[src/rtl/pulse_tx_pkg.sv]
// Shared definitions for the pulse handshake transmitter and its receiver-side benches.
package pulse_tx_pkg;

    typedef enum logic [1:0] {
        ST_IDLE    = 2'd0,
        ST_REQ     = 2'd1,
        ST_ACK_LOW = 2'd2
    } tx_state_e;

    localparam int PULSE_TX_CNT_W    = 4;
    localparam int PULSE_TX_PEND_MAX = (1 << PULSE_TX_CNT_W) - 1;

    // Largest value the pending counter can hold for a given width.
    function automatic int pend_max(input int cnt_w);
        return (1 << cnt_w) - 1;
    endfunction

endpackage

[src/rtl/pulse_handshake_tx_sync_bit.sv]
// Multi-flop synchronizer for a single asynchronous bit; flops clear to 0 on reset.
module pulse_handshake_tx_sync_bit #(
    parameter int STAGES = 2
) (
    input  logic clk,
    input  logic rst_n,
    input  logic d,
    output logic q
);

    logic [STAGES-1:0] sync_q;

    // Shift the asynchronous input through the flop chain.
    always_ff @(posedge clk or negedge rst_n) begin
        if (!rst_n) begin
            sync_q <= '0;
        end else begin
            sync_q <= {sync_q[STAGES-2:0], d};
        end
    end

    assign q = sync_q[STAGES-1];

endmodule

[src/rtl/pulse_handshake_tx.sv]
// Source-domain end of a 4-phase req/ack crossing. Event pulses are queued in a
// pending counter and launched one per handshake. Optional handshake watchdog is
// compiled in with PULSE_TX_TIMEOUT_EN.
//
//   state      | meaning
//   -----------+----------------------------------------------------
//   ST_IDLE    | no handshake in flight; launch when ack_s low and work queued
//   ST_REQ     | req held high, waiting for synchronized ack to rise
//   ST_ACK_LOW | req released, waiting for synchronized ack to fall
module pulse_handshake_tx
    import pulse_tx_pkg::*;
#(
    parameter int SYNC_STAGES    = 2,
    parameter int CNT_W          = 4,
    parameter int TIMEOUT_CYCLES = 1023
) (
    input  logic             clk,
    input  logic             rst_n,
    input  logic             ev_in,
    input  logic             ack,
    output logic             req,
    output logic             busy,
    output logic [CNT_W-1:0] pending,
    output logic             overflow,
    output logic             timeout
);

    localparam logic [CNT_W-1:0] PEND_MAX = CNT_W'(pend_max(CNT_W));
    localparam logic [CNT_W-1:0] ONE      = CNT_W'(1);

    tx_state_e        state;
    logic             ack_s;
    logic             launch;
    logic [CNT_W-1:0] pending_next;
    logic             overflow_next;

    if (SYNC_STAGES < 2 || TIMEOUT_CYCLES < 1) begin : g_bad_cfg
        $error("pulse_handshake_tx: SYNC_STAGES must be >= 2 and TIMEOUT_CYCLES >= 1");
    end

    pulse_handshake_tx_sync_bit #(
        .STAGES (SYNC_STAGES)
    ) u_ack_sync (
        .clk   (clk),
        .rst_n (rst_n),
        .d     (ack),
        .q     (ack_s)
    );

    assign launch = (state == ST_IDLE) && !ack_s && ((pending != '0) || ev_in);
    assign busy   = (state != ST_IDLE) || (pending != '0);

    // Pending bookkeeping: a launch takes the oldest queued event if there is one,
    // otherwise it consumes the live strobe directly.
    always_comb begin
        pending_next  = pending;
        overflow_next = 1'b0;
        if (launch) begin
            if ((pending != '0) && !ev_in) begin
                pending_next = pending - ONE;
            end
        end else if (ev_in) begin
            if (pending == PEND_MAX) begin
                overflow_next = 1'b1;
            end else begin
                pending_next = pending + ONE;
            end
        end
    end

    // Register the pending count and the overflow strobe.
    always_ff @(posedge clk or negedge rst_n) begin
        if (!rst_n) begin
            pending  <= '0;
            overflow <= 1'b0;
        end else begin
            pending  <= pending_next;
            overflow <= overflow_next;
        end
    end

`ifdef PULSE_TX_TIMEOUT_EN
    localparam int              TIMER_W    = $clog2(TIMEOUT_CYCLES + 1);
    localparam logic [TIMER_W-1:0] TIMER_LOAD = TIMER_W'(TIMEOUT_CYCLES - 1);
    localparam logic [TIMER_W-1:0] TIMER_ONE  = TIMER_W'(1);

    logic [TIMER_W-1:0] timer;

    // Handshake FSM with watchdog; timer reloads on entering each waiting state
    // and fires at terminal count zero.
    always_ff @(posedge clk or negedge rst_n) begin
        if (!rst_n) begin
            state   <= ST_IDLE;
            req     <= 1'b0;
            timeout <= 1'b0;
            timer   <= '0;
        end else begin
            timeout <= 1'b0;
            case (state)
                ST_IDLE: begin
                    if (launch) begin
                        state <= ST_REQ;
                        req   <= 1'b1;
                        timer <= TIMER_LOAD;
                    end
                end
                ST_REQ: begin
                    if (ack_s) begin
                        state <= ST_ACK_LOW;
                        req   <= 1'b0;
                        timer <= TIMER_LOAD;
                    end else if (timer == '0) begin
                        state   <= ST_IDLE;
                        req     <= 1'b0;
                        timeout <= 1'b1;
                    end else begin
                        timer <= timer - TIMER_ONE;
                    end
                end
                ST_ACK_LOW: begin
                    if (!ack_s) begin
                        state <= ST_IDLE;
                    end else if (timer == '0) begin
                        state   <= ST_IDLE;
                        timeout <= 1'b1;
                    end else begin
                        timer <= timer - TIMER_ONE;
                    end
                end
                default: begin
                    state <= ST_IDLE;
                    req   <= 1'b0;
                end
            endcase
        end
    end
`else
    // Handshake FSM; waits on the synchronized ack indefinitely.
    always_ff @(posedge clk or negedge rst_n) begin
        if (!rst_n) begin
            state <= ST_IDLE;
            req   <= 1'b0;
        end else begin
            case (state)
                ST_IDLE: begin
                    if (launch) begin
                        state <= ST_REQ;
                        req   <= 1'b1;
                    end
                end
                ST_REQ: begin
                    if (ack_s) begin
                        state <= ST_ACK_LOW;
                        req   <= 1'b0;
                    end
                end
                ST_ACK_LOW: begin
                    if (!ack_s) begin
                        state <= ST_IDLE;
                    end
                end
                default: begin
                    state <= ST_IDLE;
                    req   <= 1'b0;
                end
            endcase
        end
    end

    assign timeout = 1'b0;
`endif

endmodule

[config.mk]
export PLATFORM = sky130hd
export DESIGN_NAME = pulse_handshake_tx
export DESIGN_NICKNAME = d
export VERILOG_FILES = /design/src/rtl/pulse_tx_pkg.sv /design/src/rtl/pulse_handshake_tx_sync_bit.sv /design/src/rtl/pulse_handshake_tx.sv
export SDC_FILE = /design/constraint.sdc
export NUM_CORES = 1
export LEC_CHECK = 0
export ABC_AREA = 0
export CORE_AREA = 2 2 39 41
export DETAILED_ROUTE_END_ITERATION = 6
export DIE_AREA = 0 0 41 43
export PLACE_DENSITY = 0.63
export SLEW_MARGIN = 20
export SYNTH_ARGS = -nofsm -noshare
export SYNTH_HDL_FRONTEND = slang
export SYNTH_HIERARCHICAL = 1
export SYNTH_SLANG_ARGS = --single-unit
[constraint.sdc]
create_clock -name clk -period 2.7 [get_ports clk]
set_input_delay 0.27 -clock clk [delete_from_list [all_inputs] [get_ports clk]]
set_output_delay 0.27 -clock clk [all_outputs]
set_load 0.005 [all_outputs]
# Yosys cells after proc, flatten, opt, wreduce, memory -nomap -nowiden
# Index checks and enable logic that the tools add are counted.
# classes
addsub	2
eq_ne	8
muxes	14
n_bitwise	1
reduce_logical	14
# op_table
op	count
4-bit 2-to-1 mux	4
3-bit AND reduction	3
2-bit 2-to-1 mux	3
2-bit != test, second input constant	3
2-bit case mux with 3 select lines	1
1-bit 2-to-1 mux	5
4-bit by 1-bit adder with 4-bit output, second input constant	1
4-bit equality test, second input constant	1
2-bit by 1-bit != test with 1-bit output, second input constant	2
2-bit nonzero test	2
4-bit nonzero test	1
4-bit by 1-bit subtractor with 4-bit output, second input constant	1
1-bit logical AND	3
1-bit case mux with 3 select lines	1
2-bit by 1-bit equality test with 1-bit output, second input constant	1
2-bit equality test, second input constant	1
1-bit logical NOT	2
2-bit logical NOT	1
1-bit logical OR	2
1-bit NOT	1
# word_totals
register_bits	10
inputBits	4
output_inout_bits	8
word_cells	44

# Longest topological paths before layout
# Gate-level depths: netlist of the first run.
# depth
word_depth	5
depth_mapped	9
depth_no_buf	9

# Modules after synthesis
# Netlist of the first run, hierarchy kept.
# modules_own_cells
module	instances	cells_each	area_each_um2	seq_area_each_um2
pulse_handshake_tx	1	47	451.7	200.2
pulse_handshake_tx_sync_bit	1	2	50.0	50.0

# Least setup slack after synthesis of the first run
# No wires, ideal clock.
# synth_path
path_type	register -> register
startpoint	register pending[0]
endpoint	register pending[2]
setup_ps	127
arrival_time_ps	1979
t_required_ps	2573
setup_slack_ps	595
stages_incl_launch_ff	9
n_path_buf	0
period_less_slack_ps	2105
path_cell_list	dfrtp_1 -> nor4_2 -> nand2_1 -> nand2b_1 -> o21ai_1 -> ha_1 -> a2111oi_0 -> o22ai_1 -> xnor2_1
# synth_between
elab_chain_len	5
word_cells_on_any_way	15
cone_classes	add/sub: 2; eq/ne: 3; mux: 4; reduce/logical: 6
# synth_lines
element	line	rtl
start, declared	pulse_handshake_tx.sv:23	output logic [CNT_W-1:0] pending,
start signal, assigned	pulse_handshake_tx.sv:77	pending <= pending_next;
parallel branches: the longest is 5 deep, another holds 4-bit by 1-bit adder with 4-bit output	--	
# Parallel ways; which one is timed is not known. The select of a mux whose other input is x is not followed.
# A chain may end at the register's enable or synchronous reset.

# Worst setup path after layout of the first run
# layout_path
startpoint	register state[1]
endpoint	register pending[2]
# layout_between
elab_chain_len	5
word_cells_on_any_way	8
cone_classes	eq/ne: 2; mux: 1; reduce/logical: 5
# layout_lines
element	line	rtl
start, declared	pulse_handshake_tx.sv:31	tx_state_e state;
start signal, assigned	pulse_handshake_tx.sv:141	state <= ST_IDLE;
start signal, assigned	pulse_handshake_tx.sv:147	state <= ST_REQ;
start signal, assigned	pulse_handshake_tx.sv:153	state <= ST_ACK_LOW;
2-bit logical NOT *	pulse_handshake_tx.sv:50	assign launch = (state == ST_IDLE) && !ack_s && ((pending != '0) || ev_in);
1-bit logical AND * (2 in a row)	pulse_handshake_tx.sv:50	
2-bit by 1-bit != test with 1-bit output (no source line), or another cell as far along	--	
3-bit AND reduction (no source line)	--	
# Mark *: on every way between the ends. The rest lies on a longest branch, timed or not.

==> metrics.cfg, run 1 <==
[status]
status = finished clean

[power]
p_clk_share_pct = 19.9
combPwrFrac_pct = 39.1
ir_worst_vdd_mv = 0.606
seqPwrFrac_pct = 41.1
switchingPower_w = 0.000224
p_sw_share_pct = 33.5
leakage_nw = 0.279
cell_internal_pwr_w = 0.000445
power_density_mw_per_mm2 = 1020

[layout]
ff_latch_area_um2 = 250
final_cell_mix = clkdlybuf4s50_1 (10), dfrtp_1 (10), nand2_1 (4), nor2_1 (4)
fill_cells = 149
multiInputGateArea_um2 = 228
diodes = 0
drive_above_1_share_pct = 14.5
finalNetCount = 68
syn_to_final_growth_pct = 30.2
design_area_um2 = 653

[timing]
finalSetupViolCount = 0
timing.final.crit_share_pct = 79.1
fin_skew_ns = 0.00755
period_needed_ns = 2.14
finalSetupTns_ns = 0
slew_viol_final = 0
rsz0062_at_grt = no
fmax_ghz = 0.468
final_hold_viol_count = 0

[setup_path]
worstPathArrival_ns = 2.29
critical_path_class = flip-flop to flip-flop
worstSetupStartpointType = flip-flop
crit_fanout = 8
cp.required_ns = 2.85
cp-end-kind = flip-flop

[floorplan]
die_w_um = 41
core_mm2 = 0.00138
start_util_pct = 36.3
rows = 14
fp.dieH_um = 43
dieArea_mm2 = 0.00176
io_pins = 12

[worst_hold_path]
hp-class = input port to async pin

[clock_tree]
cts.sinks = 10
post_cts.repair.setup_buffers = 0
cts_made_buffers = 3
clk_path_buf_depth = 2
tritoncts = built
htreeDepth = 1
clock_latency_ns = 0.27
clk_pin_slew_ns = 0.07
cts_root_buf = clkbuf_4
cts_hold_buf = 0
cts_resized = 0

[detailed_routing]
routedLengthMet1_um = 417
ant_nets = 0
wire_per_inst_um = 11.5
wl_met2_um = 398
drc_errors = 0
topRoutingLayerUsed = met4
wl_met3_um = 72
initialDrtViolationCount = 0
avgViaCountPerCell = 5.10
wl_um = 896
drt-pass1-iter-count = 1
vias = 398

[yosys]
yosysSeqAreaShare_pct = 49.9
yosysUniqueCellTypes = 27
ys_ff_latch = 10
syn_nets = 54
ys_warn_count = 6
synth_area_leaders = dfrtp_1 (50%), xor2_1 (3.5%), a21oi_1 (3.0%)
avgSynthCellArea_um2 = 10.2
synthCells = 49
synth_top_area_share_pct = 49.9
synth_area_um2 = 502
synth_largest_area_cell = dfrtp_1

[global_route]
grt_max_degree = 11
grt_usage_pct = 12.4
grt_pass1_vias = 351
antenna_found_initial = 0
grt_pass1_wl_mm = 1.44
grt_overflow_total = 0

[place]
placed_cell_area_um2 = 617
portBuffers = 10
dp_hpwl_um = 644
place_congestion = 0.754

[job]
maxCapViolations = 0

area by class of cell:
| class | count | share of cell area [%] |
|---|---|---|
| sequential | 10 | 38.3 |
| multi-input combinational | 34 | 34.9 |
| timing repair buffer | 11 | 16.5 |
| clock buffer | 4 | 5.56 |
| tap | 16 | 3.07 |
| inverter | 3 | 1.72 |
routing by layer:
metal  track usage, %  up-vias
met3             7.85        2
li1                 -      197
met4             2.00        0
met2             18.1       10
met5                0        -
met1             15.3      189
path summary, 6_finish.rpt:
kind	end	slack (ns)	startpoint	cells after the start
max	pending[2]	0.56	state[1]	7
min	state[1]	0.31	rst_n	1
max reg2reg	pending[2]	0.56	state[1]	7
min reg2reg	u_ack_sync/sync_q[1]	0.35	u_ack_sync/sync_q[0]	0
max in group asynchronous	pending[0]	2.08	rst_n	1
min in group clk	u_ack_sync/sync_q[1]	0.35	u_ack_sync/sync_q[0]	0
state kept, by name, indices dropped and copies added, names as in the netlist:
| signal | cells |
|---|---|
| pending | 4 |
| state | 2 |
| u_ack_sync/sync_q | 2 |
| overflow | 1 |
| req | 1 |
critical path, cell delays in order (launching register included):
cell	delay [ns]
dfrtp_1	0.44
or3_1	0.48
nand2_1	0.11
o21ai_1	0.07
ha_1	0.21
a2111oi_0	0.40
o22ai_1	0.17
xnor2_1	0.15
logic make-up after synthesis:
kind of cell / synth area share [%]
xor gates and xnor gates: 5.24
and+or+nand+nor: 23.4
DFF: 49.9
other: 0.747
buffers and inverters: 4.74
adders and majority gates: 2.49
muxes: 2.99
AOI/OAI and AO/OA: 10.5
synth_stat cells:
library cell,instances
a22o_1,1
or4_1,1
or2_4,1
xnor2_1,1
nand2_1,4
and3_4,1
buf_4,1
nor2b_1,1
nand2b_1,1
buf_2,1
inv_1,3
mux2_4,1
o21ai_1,1
nor2_1,4
nor3_1,2
o22ai_1,1
dfrtp_1,10
ha_1,1
nor4_2,1
xor2_1,2
or3_1,1
conb_1,1
a2111oi_0,1
nand4_1,2
and2_1,1
a21oi_1,3
o32ai_1,1
power by group through the flow:
stage	Combinational [W]	Sequential [W]	Clock, W
2_1_floorplan	0.000146	0.000266	0
3_3_place_gp	0.000262	0.000276	0
3_5_place_dp	0.000261	0.000277	0
4_1_cts	0.000265	0.000274	0.000135
5_1_grt	0.000292	0.000283	0.000145
6_report	0.000261	0.000275	0.000133
through the flow:
stage / cells / power, W / util [%] / hold slack (ns) / worst slack, ns
after floorplan: 49 / 0.000412 / - / -0.0256 / 0.595
after global placement: 74 / 0.000537 / 44.6 / 0.334 / 0.572
after detailed placement: 74 / 0.000538 / 44.6 / 0.340 / 0.545
after CTS: 78 / 0.000674 / 47.2 / 0.330 / 0.562
after global routing: 78 / 0.000720 / 47.2 / 0.338 / 0.375
final: 78 / 0.000669 / 47.2 / 0.311 / 0.563
(Power assumes the default switching activity.)
==> inputs of run 2 (changes only) <==
Settings changed: PLACE_DENSITY 0.63 to 0.66.
Clock period 2.7 ns to 1.95 ns, I/O delays scaled along.
==> run 2 against run 1 <==
Die area is the same. Cell count grew 15%. Worst setup slack lost 0.53 ns. Sequential share of layout area shrank 6.9 points. Cell area grew 23%. Highest routed layer is now met3. Via count grew 8.5%. Clock power grew 34%. Worst hold slack lost 0.067 ns.
==> metrics.cfg, run 2 (synthesized netlist as in run 1, its figures left out) <==
[setup_path]
critical_path_class = flip-flop to flip-flop
r2r_setup_slack_ns = 0.03  ; -0.53 ns
timing.rr.end = pending[2]
reg2reg_depth = 8  ; +1
critical_path.max_stage_delay_ns = 0.41  ; -0.07 ns
worstPathArrival_ns = 2.06  ; -0.23 ns
crit_fanout = 3  ; -5
cp_num_buf_inv = 0  ; unchanged
cpLargestDelayFamily = simple AND/OR/NAND/NOR gates
cp-end-kind = flip-flop
r2r_start = pending[0]
cp.required_ns = 2.09  ; -0.76 ns
worstSetupStartpointType = flip-flop
slowest_stage = dfrtp_1
path_cells = nor4_4 > nand2_2 > nand2b_4 > o21ai_2 > ha_2 > a2111oi_4 > o22ai_1 > xnor2_1

[detailed_routing]
wl_mm = 1.07  ; +19%
initialDrtViolationCount = 4  ; +4
wire_per_inst_um = 11.9  ; +3.5%
vias = 432  ; +8.5%
drc_errors = 0  ; unchanged
avgViaCountPerCell = 4.80  ; -5.9%
drt-pass1-iter-count = 3  ; +2
ant_nets = 0  ; unchanged

[clock_tree]
cts_made_buffers = 3  ; unchanged
clk_pin_slew_ns = 0.07  ; about the same
htreeDepth = 1  ; unchanged
tritoncts = built
clk_path_buf_depth = 2  ; unchanged
clock_latency_ns = 0.25  ; -0.02 ns
cts_root_buf = clkbuf_4
cts.sinks = 10  ; unchanged

[timing]
period_needed_ns = 1.92  ; -0.216 ns
hold_slack_ns = 0.244  ; -0.0670 ns
worst_slack_ns = 0.0294  ; -0.534 ns
timing.final.crit_share_pct = 98.5  ; +19 points
final_hold_viol_count = 0  ; unchanged
finalSetupViolCount = 0  ; unchanged
rsz0062_at_grt = yes
fmax_ghz = 0.521  ; +11%
fin_skew_ns = 0.00392  ; -0.00363 ns
slew_viol_final = 0  ; unchanged

[power]
p_sw_share_pct = 33.6  ; +0.11 points
cell_internal_pwr_w = 0.000750  ; +69%
ir_worst_vdd_mv = 0.730  ; +21%
power_density_mw_per_mm2 = 1400  ; +37%
combPwrFrac_pct = 54.6  ; +16 points
leakage_nw = 0.351  ; +26%
switchingPower_w = 0.000379  ; +69%
seqPwrFrac_pct = 29.6  ; -12 points
p_clk_share_pct = 15.8  ; -4.1 points

[layout]
diodes = 0  ; unchanged
final_cell_mix = buf_4 (13), clkdlybuf4s50_1 (9), dfrtp_1 (8)
finalNetCount = 80  ; +18%
largest_reg_flops = 4  ; unchanged
final_cells = 90  ; +15%
design_area_um2 = 805  ; +23%
layout_commonest_cell = buf_4
drive_above_1_share_pct = 40.5  ; +26 points
top_register = pending
reg_top3 = pending x4, state x2, u_ack_sync/sync_q x2
syn_to_final_growth_pct = 60.3

[floorplan]
fp.dieH_um = 43  ; unchanged
io_pins = 12  ; unchanged
rows = 14  ; unchanged
start_util_pct = 36.3  ; unchanged
die_w_um = 41  ; unchanged
core_mm2 = 0.00138  ; unchanged
dieArea_mm2 = 0.00176  ; unchanged

[place]
dp_cells = 84  ; +14%
dp_hpwl_um = 816  ; +27%
place_congestion = 0.707  ; -6.3%
placed_cell_area_um2 = 712  ; +15%
pre_cts_ws_ns = 0.0245  ; -0.520 ns
portBuffers = 10  ; unchanged

[job]
maxCapViolations = 0  ; unchanged

[global_route]
grt_overflow_total = 0  ; unchanged
grt_usage_pct = 14.6  ; +2.3 points
grt_pass1_wl_mm = 1.77  ; +22%
grt_max_degree = 11  ; unchanged
grt_pass1_vias = 401  ; +14%
antenna_found_initial = 0  ; unchanged

[status]
status = finished clean

[worst_hold_path]
hp-class = input port to async pin

[run 2: cell types whose count changed in the layout (fill, tap and decap cells not counted), sizes merged]
cell,previous run,this run
buf,1,13
dlymetal6s2s,0,1
clkdlybuf4s50,10,9
[run 2: cell type report]
cell class                      instances  area [um^2]
Clock buffer                            4         36.3
Inverter                                3         11.3
Multi-Input combinational cell         34          284
Sequential cell                        10          253
Tap cell                               16         20.0
Timing Repair Buffer                   23          200
Fill cell                             128          579
[run 2: worst reg2reg max path: cells and delay by family (launching register included)]
kind	cells	cell delay, ns
compound gates	3	0.52
xor+xnor	1	0.14
fa+ha+maj	1	0.21
flops	1	0.41
simple gates	3	0.53
[run 2: layer usage]
layer | part of all wire, % | vias to the layer above | GRT usage, %
li1 | - | 222 | -
met1 | 46 | 203 | 21.9
met2 | 49 | 7 | 20.9
met3 | 4.5 | 0 | 4.71
met4 | 0 | 0 | 2.00
met5 | 0 | - | 0
[run 2: what timing repair did]
action                                  CTS  global route
hold buffers                              0             0
buffers inserted                          0             2
resized for setup                         0             7
endpoints found under the setup margin    0             2
[run 2: power groups by stage]
stage / combinational [W] / clock [W] / sequential [W]
after detailed placement: 0.000556 / 0 / 0.000337
final: 0.000617 / 0.000178 / 0.000335
after floorplan: 0.000221 / 0 / 0.000390
after CTS: 0.000558 / 0.000185 / 0.000335
after global placement: 0.000538 / 0 / 0.000336
after global routing: 0.000677 / 0.000199 / 0.000342
[run 2: worst max path at each step]
stage,start,endpoint,depth (start not counted)
floorplan,pending[1],pending[2],8
global placement,u_ack_sync/sync_q[1],pending[2],8
detailed placement,u_ack_sync/sync_q[1],pending[2],8
CTS,u_ack_sync/sync_q[1],pending[2],8
global route,pending[0],pending[2],8
finish,pending[0],pending[2],8
[run 2: per-stage QoR]
step	TNS (ns)	util, %	power, W
after floorplan	0	-	0.000612
after global placement	0	51.4	0.000874
after detailed placement	0	51.4	0.000893
after CTS	0	54.1	0.00108
after global routing	-0.0628	58.1	0.00122
final	0	58.1	0.00113
